## config.mk

```make
export PLATFORM = sky130hd
export DESIGN_NAME = msg_controller_rr_flat
export DESIGN_NICKNAME = d
export VERILOG_FILES = /design/src/rtl/msg_controller_pkg.sv /design/src/rtl/msg_controller_rr_if.sv /design/src/rtl/msg_out_fifo.sv /design/src/rtl/msg_controller_rr.sv /design/src/flat_wrapper.sv
export SDC_FILE = /design/constraint.sdc
export NUM_CORES = 1
export LEC_CHECK = 0
export CAP_MARGIN = 20
export CORE_UTILIZATION = 30
export DETAILED_ROUTE_END_ITERATION = 10
export PLACE_DENSITY_LB_ADDON = 0.15
export SLEW_MARGIN = 30
export SYNTH_ARGS = -nofsm -noshare
export SYNTH_HDL_FRONTEND = slang
export SYNTH_SLANG_ARGS = --single-unit
```

## constraint.sdc

```tcl
create_clock -name clk -period 3.6 [get_ports clk]
set_input_delay 0.36 -clock clk [delete_from_list [all_inputs] [get_ports clk]]
set_output_delay 0.36 -clock clk [all_outputs]
set_load 0.02 [all_outputs]
```

## src/rtl/msg_controller_pkg.sv

```systemverilog
// Shared constants for the delay-line harness message controller:
// header codes, default parameter words and FSM state encodings.
package msg_controller_pkg;
  localparam int HDR_W = 8;

  localparam logic [HDR_W-1:0] ACK                   = 8'h01;
  localparam logic [HDR_W-1:0] RECEIVED_NUM          = 8'h02;
  localparam logic [HDR_W-1:0] REPLACE_NUM           = 8'h03;
  localparam logic [HDR_W-1:0] MOD_PARAMS            = 8'h04;
  localparam logic [HDR_W-1:0] MEM_PARAMS            = 8'h05;
  localparam logic [HDR_W-1:0] SYS_STATUS            = 8'h06;
  localparam logic [HDR_W-1:0] CH_ENABLE             = 8'h07;
  localparam logic [HDR_W-1:0] ERR_MEM_OVERRUN       = 8'h81;
  localparam logic [HDR_W-1:0] ERR_FIFO_FULL         = 8'h82;
  localparam logic [HDR_W-1:0] ERR_UPDATE_WHILST_RUN = 8'h83;
  localparam logic [HDR_W-1:0] ERR_INVALID_MSG       = 8'h84;

  localparam logic [31:0] DEFAULT_MOD_PARAMS = 32'h0000_0100;
  localparam logic [31:0] DEFAULT_MEM_PARAMS = 32'h0000_0040;

  localparam logic [1:0] S_POLL_CH = 2'd0;
  localparam logic [1:0] S_POLL_IN = 2'd1;
  localparam logic [1:0] S_EMIT    = 2'd2;
  localparam logic [1:0] S_HALT    = 2'd3;
endpackage

```

## src/rtl/msg_controller_rr_if.sv

```systemverilog
// UART-side message handshakes: input FIFO head/pop and output message stream.
interface msg_controller_rr_if #(parameter int MSG_W = 40) ();
  logic             in_valid;
  logic [MSG_W-1:0] in_msg;
  logic             in_full;
  logic             in_ready;
  logic             out_valid;
  logic [MSG_W-1:0] out_msg;
  logic             out_ready;

  modport master (input in_valid, in_msg, in_full, out_ready,
                  output in_ready, out_valid, out_msg);
  modport slave  (output in_valid, in_msg, in_full, out_ready,
                  input in_ready, out_valid, out_msg);
endinterface

```

## src/rtl/msg_out_fifo.sv

```systemverilog
// First-word-fall-through output queue; push is ignored when full.
module msg_out_fifo #(
  parameter int W     = 40,
  parameter int DEPTH = 4
) (
  input  logic                     clk,
  input  logic                     n_reset,
  input  logic                     push,
  input  logic [W-1:0]             din,
  input  logic                     pop,
  output logic [W-1:0]             dout,
  output logic                     empty,
  output logic [$clog2(DEPTH):0]   count
);
  localparam int AW = $clog2(DEPTH);

  logic [DEPTH-1:0][W-1:0] mem;
  logic [AW-1:0]           wr_ptr, rd_ptr;
  logic                    do_push, do_pop;

  assign empty   = (count == '0);
  assign do_push = push && (int'(count) < DEPTH);
  assign do_pop  = pop && !empty;
  assign dout    = mem[rd_ptr];

  always_ff @(posedge clk) begin
    if (do_push) mem[wr_ptr] <= din;
  end

  always_ff @(posedge clk) begin
    if (!n_reset) begin
      wr_ptr <= '0;
      rd_ptr <= '0;
      count  <= '0;
    end else begin
      if (do_push) wr_ptr <= wr_ptr + 1'b1;
      if (do_pop)  rd_ptr <= rd_ptr + 1'b1;
      case ({do_push, do_pop})
        2'b10:   count <= count + 1'b1;
        2'b01:   count <= count - 1'b1;
        default: ;
      endcase
    end
  end
endmodule

```

## src/rtl/msg_controller_rr.sv

```systemverilog
// System controller: round-robin channel poll, host message decode, response queue.
// Error responses halt the system until a SYS_STATUS clear message arrives.
module msg_controller_rr
  import msg_controller_pkg::*;
#(
  parameter int NUM_CH    = 4,
  parameter int MSG_W     = 40,
  parameter int NUM_W     = 16,
  parameter int PARAM_W   = 32,
  parameter int OUT_DEPTH = 4
) (
  input  logic                      clk,
  input  logic                      n_reset,
  msg_controller_rr_if.master       bus,
  output logic                      run,
  output logic                      halted,
  input  logic [NUM_CH*NUM_W-1:0]   ch_num,
  input  logic [NUM_CH-1:0]         ch_valid,
  input  logic [NUM_CH-1:0]         ch_overrun,
  output logic [NUM_CH-1:0]         ch_ack,
  output logic [NUM_W-1:0]          replace_num,
  output logic [NUM_CH-1:0]         replace_valid,
  output logic [NUM_CH-1:0]         ch_enable,
  output logic [PARAM_W-1:0]        mod_params,
  output logic [PARAM_W-1:0]        mem_params
);
  localparam int CH_IDX_W = (NUM_CH > 1) ? $clog2(NUM_CH) : 1;
  localparam int PAY_W    = MSG_W - HDR_W;
  localparam logic [PAY_W-1:0] ZERO_PAY = '0;

  logic [1:0]                 state, state_nxt;
  logic [CH_IDX_W-1:0]        rr_ptr, rr_nxt, sel;
  logic [MSG_W-1:0]           staged, staged_nxt;
  logic                       run_nxt, halted_nxt, found, can_push, pop_in;
  logic [NUM_CH-1:0]          en_nxt;
  logic [PARAM_W-1:0]         mod_nxt, mem_nxt;
  logic [$clog2(OUT_DEPTH):0] fifo_cnt;
  logic                       fifo_empty;
  logic [NUM_CH-1:0][NUM_W-1:0] ch_num_a;

  logic [HDR_W-1:0]       in_hdr;
  logic [PAY_W-1:0]       in_pay;
  logic [PAY_W-NUM_W-1:0] rep_ch;
  logic                   rep_ok;
  logic [MSG_W-1:0]       ack_msg;

  assign ch_num_a = ch_num;
  assign in_hdr   = bus.in_msg[MSG_W-1 -: HDR_W];
  assign in_pay   = bus.in_msg[PAY_W-1:0];
  assign rep_ch   = in_pay[PAY_W-1:NUM_W];
  assign rep_ok   = int'(rep_ch) < NUM_CH;
  assign ack_msg  = {ACK, in_hdr, in_pay[PAY_W-HDR_W-1:0]};
  assign can_push = int'(fifo_cnt) < OUT_DEPTH;

  // First enabled channel with activity, scanning upward from rr_ptr with wrap.
  always_comb begin
    logic [CH_IDX_W-1:0] c;
    found = 1'b0;
    sel   = '0;
    c     = '0;
    for (int i = 0; i < NUM_CH; i++) begin
      c = CH_IDX_W'((int'(rr_ptr) + i) % NUM_CH);
      if (!found && ch_enable[c] && (ch_valid[c] || ch_overrun[c])) begin
        found = 1'b1;
        sel   = c;
      end
    end
  end

  assign pop_in = (state == S_POLL_IN && !bus.in_full && bus.in_valid) ||
                  (state == S_HALT && bus.in_valid);
  assign bus.in_ready  = n_reset && pop_in;
  assign ch_ack        = (n_reset && state == S_POLL_CH && found && !ch_overrun[sel])
                         ? (NUM_CH'(1) << sel) : '0;
  assign replace_valid = (n_reset && state == S_POLL_IN && pop_in &&
                          in_hdr == REPLACE_NUM && rep_ok) ? (NUM_CH'(1) << rep_ch) : '0;
  assign replace_num   = in_pay[NUM_W-1:0];

  always_comb begin
    state_nxt  = state;
    rr_nxt     = rr_ptr;
    staged_nxt = staged;
    run_nxt    = run;
    halted_nxt = halted;
    en_nxt     = ch_enable;
    mod_nxt    = mod_params;
    mem_nxt    = mem_params;
    case (state)
      S_POLL_CH: begin
        if (!found) state_nxt = S_POLL_IN;
        else begin
          state_nxt = S_EMIT;
          if (ch_overrun[sel]) staged_nxt = {ERR_MEM_OVERRUN, PAY_W'(sel)};
          else begin
            staged_nxt = {RECEIVED_NUM, PAY_W'({sel, ch_num_a[sel]})};
            rr_nxt     = (sel == CH_IDX_W'(NUM_CH-1)) ? '0 : sel + 1'b1;
          end
        end
      end
      S_POLL_IN: begin
        state_nxt = S_EMIT;
        if (bus.in_full) staged_nxt = {ERR_FIFO_FULL, ZERO_PAY};
        else if (!bus.in_valid) state_nxt = S_POLL_CH;
        else begin
          staged_nxt = ack_msg;
          case (in_hdr)
            REPLACE_NUM: if (!rep_ok) staged_nxt = {ERR_INVALID_MSG, ZERO_PAY};
            MOD_PARAMS:
              if (run) staged_nxt = {ERR_UPDATE_WHILST_RUN, ZERO_PAY};
              else     mod_nxt    = in_pay[PARAM_W-1:0];
            MEM_PARAMS:
              if (run) staged_nxt = {ERR_UPDATE_WHILST_RUN, ZERO_PAY};
              else     mem_nxt    = in_pay[PARAM_W-1:0];
            SYS_STATUS:  run_nxt = in_pay[0];
            CH_ENABLE:   en_nxt  = in_pay[NUM_CH-1:0];
            default:     staged_nxt = {ERR_INVALID_MSG, ZERO_PAY};
          endcase
        end
      end
      S_EMIT: begin
        if (can_push) begin
          if (staged[MSG_W-1]) begin
            run_nxt    = 1'b0;
            halted_nxt = 1'b1;
            state_nxt  = S_HALT;
          end else state_nxt = S_POLL_CH;
        end
      end
      default: begin
        // Halted: every input is popped; only a CLEAR status message is answered.
        run_nxt = 1'b0;
        if (bus.in_valid && in_hdr == SYS_STATUS && in_pay[1]) begin
          staged_nxt = ack_msg;
          halted_nxt = 1'b0;
          state_nxt  = S_EMIT;
        end
      end
    endcase
  end

  always_ff @(posedge clk) begin
    if (!n_reset) begin
      state      <= S_POLL_CH;
      rr_ptr     <= '0;
      staged     <= '0;
      run        <= 1'b0;
      halted     <= 1'b0;
      ch_enable  <= '1;
      mod_params <= PARAM_W'(DEFAULT_MOD_PARAMS);
      mem_params <= PARAM_W'(DEFAULT_MEM_PARAMS);
    end else begin
      state      <= state_nxt;
      rr_ptr     <= rr_nxt;
      staged     <= staged_nxt;
      run        <= run_nxt;
      halted     <= halted_nxt;
      ch_enable  <= en_nxt;
      mod_params <= mod_nxt;
      mem_params <= mem_nxt;
    end
  end

  msg_out_fifo #(.W(MSG_W), .DEPTH(OUT_DEPTH)) u_out_fifo (
    .clk     (clk),
    .n_reset (n_reset),
    .push    (state == S_EMIT),
    .din     (staged),
    .pop     (bus.out_valid && bus.out_ready),
    .dout    (bus.out_msg),
    .empty   (fifo_empty),
    .count   (fifo_cnt)
  );
  assign bus.out_valid = !fifo_empty;
endmodule

```

## src/flat_wrapper.sv

```systemverilog
// flat-port wrapper written by rule: the top's interface ports become plain ports
module msg_controller_rr_flat import msg_controller_pkg::*;
#(
  parameter int NUM_CH    = 4,
  parameter int MSG_W     = 40,
  parameter int NUM_W     = 16,
  parameter int PARAM_W   = 32,
  parameter int OUT_DEPTH = 4
)
  (clk, n_reset, run, halted, ch_num, ch_valid, ch_overrun, ch_ack, replace_num, replace_valid, ch_enable, mod_params, mem_params, bus_in_valid, bus_in_msg, bus_in_full, bus_out_ready, bus_in_ready, bus_out_valid, bus_out_msg);
  msg_controller_rr_if #(.MSG_W(MSG_W)) bus_i ();
  input  logic clk;
  input  logic n_reset;
  output logic run;
  output logic halted;
  input  logic [NUM_CH*NUM_W-1:0] ch_num;
  input  logic [NUM_CH-1:0] ch_valid;
  input  logic [NUM_CH-1:0] ch_overrun;
  output logic [NUM_CH-1:0] ch_ack;
  output logic [NUM_W-1:0] replace_num;
  output logic [NUM_CH-1:0] replace_valid;
  output logic [NUM_CH-1:0] ch_enable;
  output logic [PARAM_W-1:0] mod_params;
  output logic [PARAM_W-1:0] mem_params;
  input wire logic [$bits(bus_i.in_valid)-1:0] bus_in_valid;
  input wire logic [$bits(bus_i.in_msg)-1:0] bus_in_msg;
  input wire logic [$bits(bus_i.in_full)-1:0] bus_in_full;
  input wire logic [$bits(bus_i.out_ready)-1:0] bus_out_ready;
  output wire logic [$bits(bus_i.in_ready)-1:0] bus_in_ready;
  output wire logic [$bits(bus_i.out_valid)-1:0] bus_out_valid;
  output wire logic [$bits(bus_i.out_msg)-1:0] bus_out_msg;
  assign bus_i.in_valid = bus_in_valid;
  assign bus_i.in_msg = bus_in_msg;
  assign bus_i.in_full = bus_in_full;
  assign bus_i.out_ready = bus_out_ready;
  assign bus_in_ready = bus_i.in_ready;
  assign bus_out_valid = bus_i.out_valid;
  assign bus_out_msg = bus_i.out_msg;
  msg_controller_rr #(.NUM_CH(NUM_CH), .MSG_W(MSG_W), .NUM_W(NUM_W), .PARAM_W(PARAM_W), .OUT_DEPTH(OUT_DEPTH)) u_core (.clk(clk), .n_reset(n_reset), .bus(bus_i), .run(run), .halted(halted), .ch_num(ch_num), .ch_valid(ch_valid), .ch_overrun(ch_overrun), .ch_ack(ch_ack), .replace_num(replace_num), .replace_valid(replace_valid), .ch_enable(ch_enable), .mod_params(mod_params), .mem_params(mem_params));
endmodule
```

==> reports/metrics.yaml, run 1 <==
clock_tree:
  cts.sinks: 261
  total_clock_buffers_created_by_cts: 28
  cts_max_level: 1
  clock_slew_at_the_register_clock_pins_of_the_worst_setup_and_hold_paths_ns: 0.06
  clk-insertion-delay-late_ns: 0.54
  tritoncts_clock_tree: "built"
  cts_max_path_buffers: 3
  cts_root_buf: "clkbuf_16"
  post_cts_setup_driven_buffer_insertion_count: 0
  postCtsHoldBufs: 0
  ctsResizeCount: 0
sta:
  final_max_slew_viol_count: 0
  finalSetupTns_ns: 0
  min_period_ns: 3.35
  setup_viol: 0
  hold_violations: 0
  worst_pin_slew_ns: 0.766
  post-route-worst-setup-slack_ns: 0.251
  maxClockFrequency_mhz: 299
  final_min_period_over_clock_period: 0.930
  setup_skew_ns: 0.0106
  worst_slew_margin_rel: 0.489
  grt_setup_unrepaired: "false"
pwr:
  switching_share: 0.302
  power_report.internal_total_mw: 6.57
  power_density_nw_per_um2: 627
  clock_power_share: 0.309
  switching_power_mw: 2.84
  vdd_drop_max_mv: 0.375
  leakage_nw: 5.17
  power.share.combinational: 0.292
  seq_power_share: 0.399
synth:
  share_of_yosys_cell_area_claimed_by_the_top_area_cell_type: 0.394
  yosys.area_share.adder: 0.0121
  synth_area_in_compound_gates: 0.127
  postSynth.asyncResetShare: 0
  synth_top_area_cell: "edfxtp_1"
  syn_area_um2: 11000
  synth_top_flop_cell: "edfxtp_1"
  synthTopCellsByArea: "edfxtp_1, dfxtp_1, mux4_2"
  synth.yosys.warnings: 0
  synthTopCellsByCount: "nand2_1, edfxtp_1, dfxtp_1"
  synth_cells: 923
  synth_area_in_simple_gates: 0.104
  synth_top_family_by_area: "compound AO/OA/AOI/OAI gates"
  synth_edf_count: 144
  synth.yosys.seq_area_share: 0.607
  yosys.cell_types.count: 64
  mux_contribution_to_synthesized_area: 0.0948
  synth_area_per_cell_um2: 11.9
  synth-seq-cells: 261
  synthXorXnorAreaFrac: 0.00399
  most_numerous_cell_in_the_yosys_netlist: "nand2_1"
placed_design:
  place.detailed.hpwl_um: 23600
  post_place_setup_slack_ns: 0.160
  placement.io_buffers: 248
  place_congestion: 0.804
  dpl.cell_count: 1602
floorplan:
  dieHeight_um: 193
  io_pins: 253
  core_region_area_um2: 35800
  num_rows: 69
  fp.dieArea_um2: 37400
  initial_utilization: 0.307
  die_span_in_x_um: 193
detailed_routing:
  routed-via-count: 8106
  wire_per_inst_um: 20.3
  detail_route.vias_per_cell: 4.90
  drt_iter0_markers: 439
  antenna_left: 0
  drt_first_pass_iters: 8
  drt_wl_total_um: 33500
  drc: 5
worst_setup_path:
  r2r_setup_slack_ns: 1.00
  path_common_cell: "clkdlybuf4s50_1"
  path_class: "primary input to output pin"
  path_cells: "clkdlybuf4s50_1 -> nor4_1 -> nand3_1 -> or4_1 -> nor4b_1 -> clkdlybuf4s50_1"
  required_time_of_the_critical_path_ns: 3.24
  cp_slowest_cell: "or4_1"
  worst_flop_to_flop_path_endpoint: "u_core.staged[17]"
  cp-start-kind: "primary input"
  crit_path_end: "replace_valid[1]"
  critical_path_peak_fanout: 4
  worst_setup_path_startpoint: "bus_in_msg[19]"
  crit_path_max_incr_delay_ns: 0.67
  regToRegStartpoint: "u_core.ch_enable[2]"
  critPathArrivalTime_ns: 2.99
  crit_path_end_kind: "output pin"
  rr_worst_depth: 7
global_route:
  antenna_found_initial: 0
  grt.overflow.total: 0
  grt_start_max_net_pins: 42
  grt_first_pass_wirelength_um: 50500
  number_of_global_route_vias_before_repair: 8206
  global_route.usage.total: 0.175
status:
  run_status: "finished with violations"
  failed_checks: "design-rule violations"
cells_and_area:
  n_antenna_cell: 0
  fraction_of_final_layout_cells_sized_beyond_drive_strength_1: 0.131
  area_growth_pct: 36.7
  fillCellCount: 3349
  final_net_count: 1298
  post_layout_nonfiller_instances: 1654
job:
  max_cap_viol_count: 0
min_path:
  hold_class: "primary input to flip-flop"
==> cell type report <==
| type | count | area [um^2] | share of cell area |
|---|---|---|---|
| sequential | 261 | 6670 | 0.444 |
| inverter | 37 | 139 | 0.00925 |
| clock buffer | 41 | 801 | 0.0533 |
| multi-input combinational | 546 | 3780 | 0.252 |
| clock inverter | 11 | 131 | 0.00875 |
| timing repair buffer | 297 | 2910 | 0.194 |
| tap | 461 | 577 | 0.0384 |
==> logic make-up after synthesis <==
group / after synthesis
other: 1
muxes: 55
buffers and inverters: 119
adders and majority gates: 10
and+or+nand+nor: 253
xor gates and xnor gates: 5
DFF: 261
AOI/OAI and AO/OA: 219
==> registers in the layout, summed over array words and instances, names as in the netlist, 3 cells and up <==
| name | count |
|---|---|
| u_core.u_out_fifo.mem | 144 |
| u_core.mem_params | 32 |
| u_core.u_out_fifo.count | 3 |
| u_core.mod_params | 32 |
| u_core.ch_enable | 4 |
| u_core.staged | 36 |
==> how the worst min path moves through the flow <==
| stage | start | to | slack, ns | cells past startpoint |
|---|---|---|---|---|
| floorplan | u_core.staged[27] | u_core.u_out_fifo.mem[107] | 0.45 | 0 |
| global placement | u_core.mem_params[1] | u_core.mem_params[1] | 0.44 | 2 |
| detailed placement | u_core.mem_params[30] | u_core.mem_params[30] | 0.45 | 2 |
| CTS | bus_in_msg[31] | u_core.mod_params[31] | 0.40 | 3 |
| global route | bus_in_msg[31] | u_core.mod_params[31] | 0.44 | 3 |
| finish | bus_in_msg[31] | u_core.mod_params[31] | 0.44 | 3 |
==> worst max-delay path, delay by kind of cell <==
kind,cells,cell delay (ns)
buf+inv,2,1.08
simple gates,4,1.55
==> power groups by stage <==
stage	registers (mW)	logic (mW)	clock network, mW
floorplan	3.70	1.68	0
finish	3.75	2.75	2.91
global placement	3.81	2.81	0
CTS	3.76	2.82	3.00
global route	3.80	2.97	3.10
detailed placement	3.82	2.81	0
==> layer usage <==
layer	global-route usage	share of wire	up-vias
li1	-	-	3888
met1	0.243	0.47	3939
met2	0.274	0.46	228
met3	0.0387	0.057	51
met4	0.0492	0.022	0
met5	0	0	-
==> metrics by stage <==
step / utilization / area [um^2] / total power [mW] / hold slack (ns)
after floorplan: - / 11000 / 5.38 / 0.452
after global placement: 0.393 / 14100 / 6.62 / 0.441
after detailed placement: 0.393 / 14100 / 6.63 / 0.448
after CTS: 0.419 / 15000 / 9.57 / 0.405
after global routing: 0.419 / 15000 / 9.87 / 0.445
final: 0.419 / 15000 / 9.41 / 0.439
==> placed cells by master (no fill, tap or decap), drive strengths merged, types with 8 or more instances in the layout <==
cell type	instances
nand3	22
and3	11
a21oi	106
clkbuf	41
nand2	159
mux4	38
nor2	23
ha	9
clkdlybuf4s50	244
o21ai	31
o2111ai	14
buf	49
o211ai	24
a31oi	8
edfxtp	144
inv	37
dfxtp	117
mux2	12
Power figures use the tool's default switching activity.
==> inputs of run 2 (changes only) <==
--- a/config.mk
+++ b/config.mk
@@ -6,10 +6,9 @@
 export NUM_CORES = 1
 export LEC_CHECK = 0
 export CAP_MARGIN = 20
-export CORE_UTILIZATION = 30
+export CORE_UTILIZATION = 50
 export DETAILED_ROUTE_END_ITERATION = 10
 export PLACE_DENSITY_LB_ADDON = 0.15
-export SLEW_MARGIN = 30
 export SYNTH_ARGS = -nofsm -noshare
 export SYNTH_HDL_FRONTEND = slang
 export SYNTH_SLANG_ARGS = --single-unit
==> run 2 against run 1 <==
Maximum frequency is 4.0% lower. Clock-buffer cell count fell by 8. Utilization grew 27 points. Critical endpoint is now ch_ack[0]. Clock power is 7% lower. Critical path depth is 2 higher. Routed wire length down 12%. Worst setup slack worse by 0.14 ns. The flow now finishes without violations. Cell count is 12% lower.
==> reports/metrics.yaml, run 2 (synthesis results as in run 1) <==
placed_design:
  dpl-instance-area_um2: 13800  # -2.2%
  post_place_setup_slack_ns: 0.0894  # -0.0704 ns
  place_congestion: 0.882  # +9.7%
  placement.io_buffers: 248  # unchanged
  place.detailed.hpwl_um: 21000  # -11%
floorplan:
  fp.dieArea_um2: 22600  # -40%
  num_rows: 53  # -23%
  die_span_in_x_um: 150  # -22%
  io_pins: 253  # unchanged
  initial_utilization: 0.516  # +0.209
  core_region_area_um2: 21300  # -41%
  dieHeight_um: 150  # -22%
sta:
  final_min_period_over_clock_period: 0.969  # +0.0383
  worst_pin_slew_ns: 0.650  # -0.116 ns
  setup_skew_ns: 0.0173  # +0.00676 ns
  final_max_slew_viol_count: 0  # unchanged
  finalSetupTns_ns: 0  # unchanged
  hold_violations: 0  # unchanged
  post-route-worst-setup-slack_ns: 0.113  # -0.138 ns
  setup_viol: 0  # unchanged
  min_period_ns: 3.49  # +0.138 ns
  maxClockFrequency_mhz: 287  # -4.0%
  minimum_hold_slack_ns: 0.453  # +0.0142 ns
  worst_slew_margin_rel: 0.566  # +0.0773
  grt_setup_unrepaired: "false"
worst_setup_path:
  required_time_of_the_critical_path_ns: 3.24  # about the same
  critPathArrivalTime_ns: 3.13  # +0.14 ns
  path_class: "flip-flop to output pin"
  r2r_setup_slack_ns: 0.83  # -0.17 ns
  regToRegStartpoint: "u_core.ch_enable[2]"
  rr_worst_depth: 8  # +1
  critical_path_peak_fanout: 5  # +1
  crit_path_end_kind: "output pin"
  worst_flop_to_flop_path_endpoint: "u_core.staged[10]"
  cp-start-kind: "flip-flop"
cells_and_area:
  most_common_cell_after_layout_fill_and_taps_aside: "clkdlybuf4s50_1"
  layout_top_registers: "u_core.u_out_fifo.mem (144), u_core.staged (36)"
  fraction_of_final_layout_cells_sized_beyond_drive_strength_1: 0.120  # -0.0104
  fin_area_um2: 14600  # -2.5%
  largest_reg_flops: 144  # unchanged
  n_antenna_cell: 0  # unchanged
  finalCoreUtilization: 0.688  # +0.269
  fillCellCount: 1539  # -54%
  largest-register: "u_core.u_out_fifo.mem"
  area_growth_pct: 33.3
  layout_common_cells: "clkdlybuf4s50_1, nand2_1, edfxtp_1"
  final_net_count: 1287  # -0.85%
status:
  run_status: "complete, no violations"
clock_tree:
  cts_max_level: 1  # unchanged
  cts_root_buf: "clkbuf_16"
  cts_max_path_buffers: 3  # unchanged
  cts.sinks: 261  # unchanged
  post_cts_setup_driven_buffer_insertion_count: 0  # unchanged
  clk-insertion-delay-late_ns: 0.51  # -0.03 ns
  clock_slew_at_the_register_clock_pins_of_the_worst_setup_and_hold_paths_ns: 0.07  # about the same
  tritoncts_clock_tree: "built"
  total_clock_buffers_created_by_cts: 26  # -7.1%
global_route:
  antenna_found_initial: 0  # unchanged
  grt.overflow.total: 0  # unchanged
  grt_first_pass_wirelength_um: 45300  # -10%
  number_of_global_route_vias_before_repair: 8020  # -2.3%
  grt_start_max_net_pins: 53  # +26%
  global_route.usage.total: 0.265  # +0.0896
pwr:
  vdd_drop_max_mv: 0.344  # -8.3%
  power_density_nw_per_um2: 624  # -0.50%
  leakage_nw: 5.04  # -2.6%
detailed_routing:
  detail_route.vias_per_cell: 5.68  # +16%
  drt_wl_total_um: 29600  # -12%
  drt_iter0_markers: 539  # +23%
  drt_first_pass_iters: 6  # -2
  wire_per_inst_um: 20.3  # +0.23%
  drc: 0  # -5
  routed-via-count: 8260  # +1.9%
  antenna_left: 0  # unchanged
min_path:
  hp-start: "u_core.mem_params[23]"
  cell_depth_of_the_worst_min_delay_path: 2  # -1
  holdPathEnd: "u_core.mem_params[23]"
  hold_class: "flip-flop to flip-flop"
job:
  max_cap_viol_count: 0  # unchanged
-- run 2: cell types whose count changed in the layout (fill, tap and decap cells not counted), moves of 2 or more --
cell,delta
buf_4,-9
clkbuf_1,-6
and2_2,-4
clkdlybuf4s50_1,+4
clkinv_2,+4
dlymetal6s2s_1,-4
and2_1,+3
clkbuf_16,-2
clkinv_1,+2
dfxtp_1,+2
dfxtp_2,-2
-- run 2: through the flow --
step,power [mW],std cells
6_report,9.13,1455
5_1_grt,9.54,1455
4_1_cts,9.19,1455
3_5_place_dp,6.50,1407
3_3_place_gp,6.46,1407
2_1_floorplan,5.38,926
-- run 2: critical path, stage by stage (launching register included) --
cell and delay [ns]:
dfxtp_1 0.38, o21a_1 0.17, a32oi_2 0.27, o211a_1 0.24, mux4_2 0.53, nor2_1 0.10, buf_4 0.14, and3_1 0.16
clkdlybuf4s50_1 0.61
-- run 2: area by class of cell --
cell class                      count  area, um^2  area share
Clock buffer                       33         728      0.0497
Clock inverter                     15         143     0.00974
Inverter                           37         139     0.00949
Multi-Input combinational cell    546        3790       0.259
Sequential cell                   261        6670       0.455
Tap cell                          275         344      0.0235
Timing Repair Buffer              288        2830       0.193
-- run 2: worst max-delay path by stage --
stage / from / end / cells past startpoint / slack, ns
2_1_floorplan: u_core.state[1] / u_core.u_out_fifo.mem[0] / 4 / 0.99
3_3_place_gp: ch_valid[2] / ch_ack[0] / 9 / 0.1
3_5_place_dp: ch_valid[2] / ch_ack[0] / 9 / 0.09
4_1_cts: u_core.ch_enable[2] / ch_ack[0] / 8 / 0.06
5_1_grt: u_core.ch_enable[2] / ch_ack[0] / 8 / 0.002
6_report: u_core.ch_enable[2] / ch_ack[0] / 8 / 0.11
-- run 2: layer usage --
layer  global-route usage  part of all wire  vias to the layer above
li1                     -                 -                     3859
met1                0.374              0.42                     4003
met5                    0                 0                        -
met2                0.418              0.47                      357
met3               0.0609             0.092                       41
met4               0.0576             0.017                        0
-- run 2: timing repair --
action,4_1_cts,5_1_grt
hold buffers,0,0
setup endpoints to repair,0,4
hold endpoints to repair,0,0
resized for setup,0,1
-- run 2: where the power goes --
group	total [mW]	switching, mW	internal (mW)
logic	2.70	1.42	1.28
clock network	2.71	1.07	1.64
registers	3.73	0.190	3.54
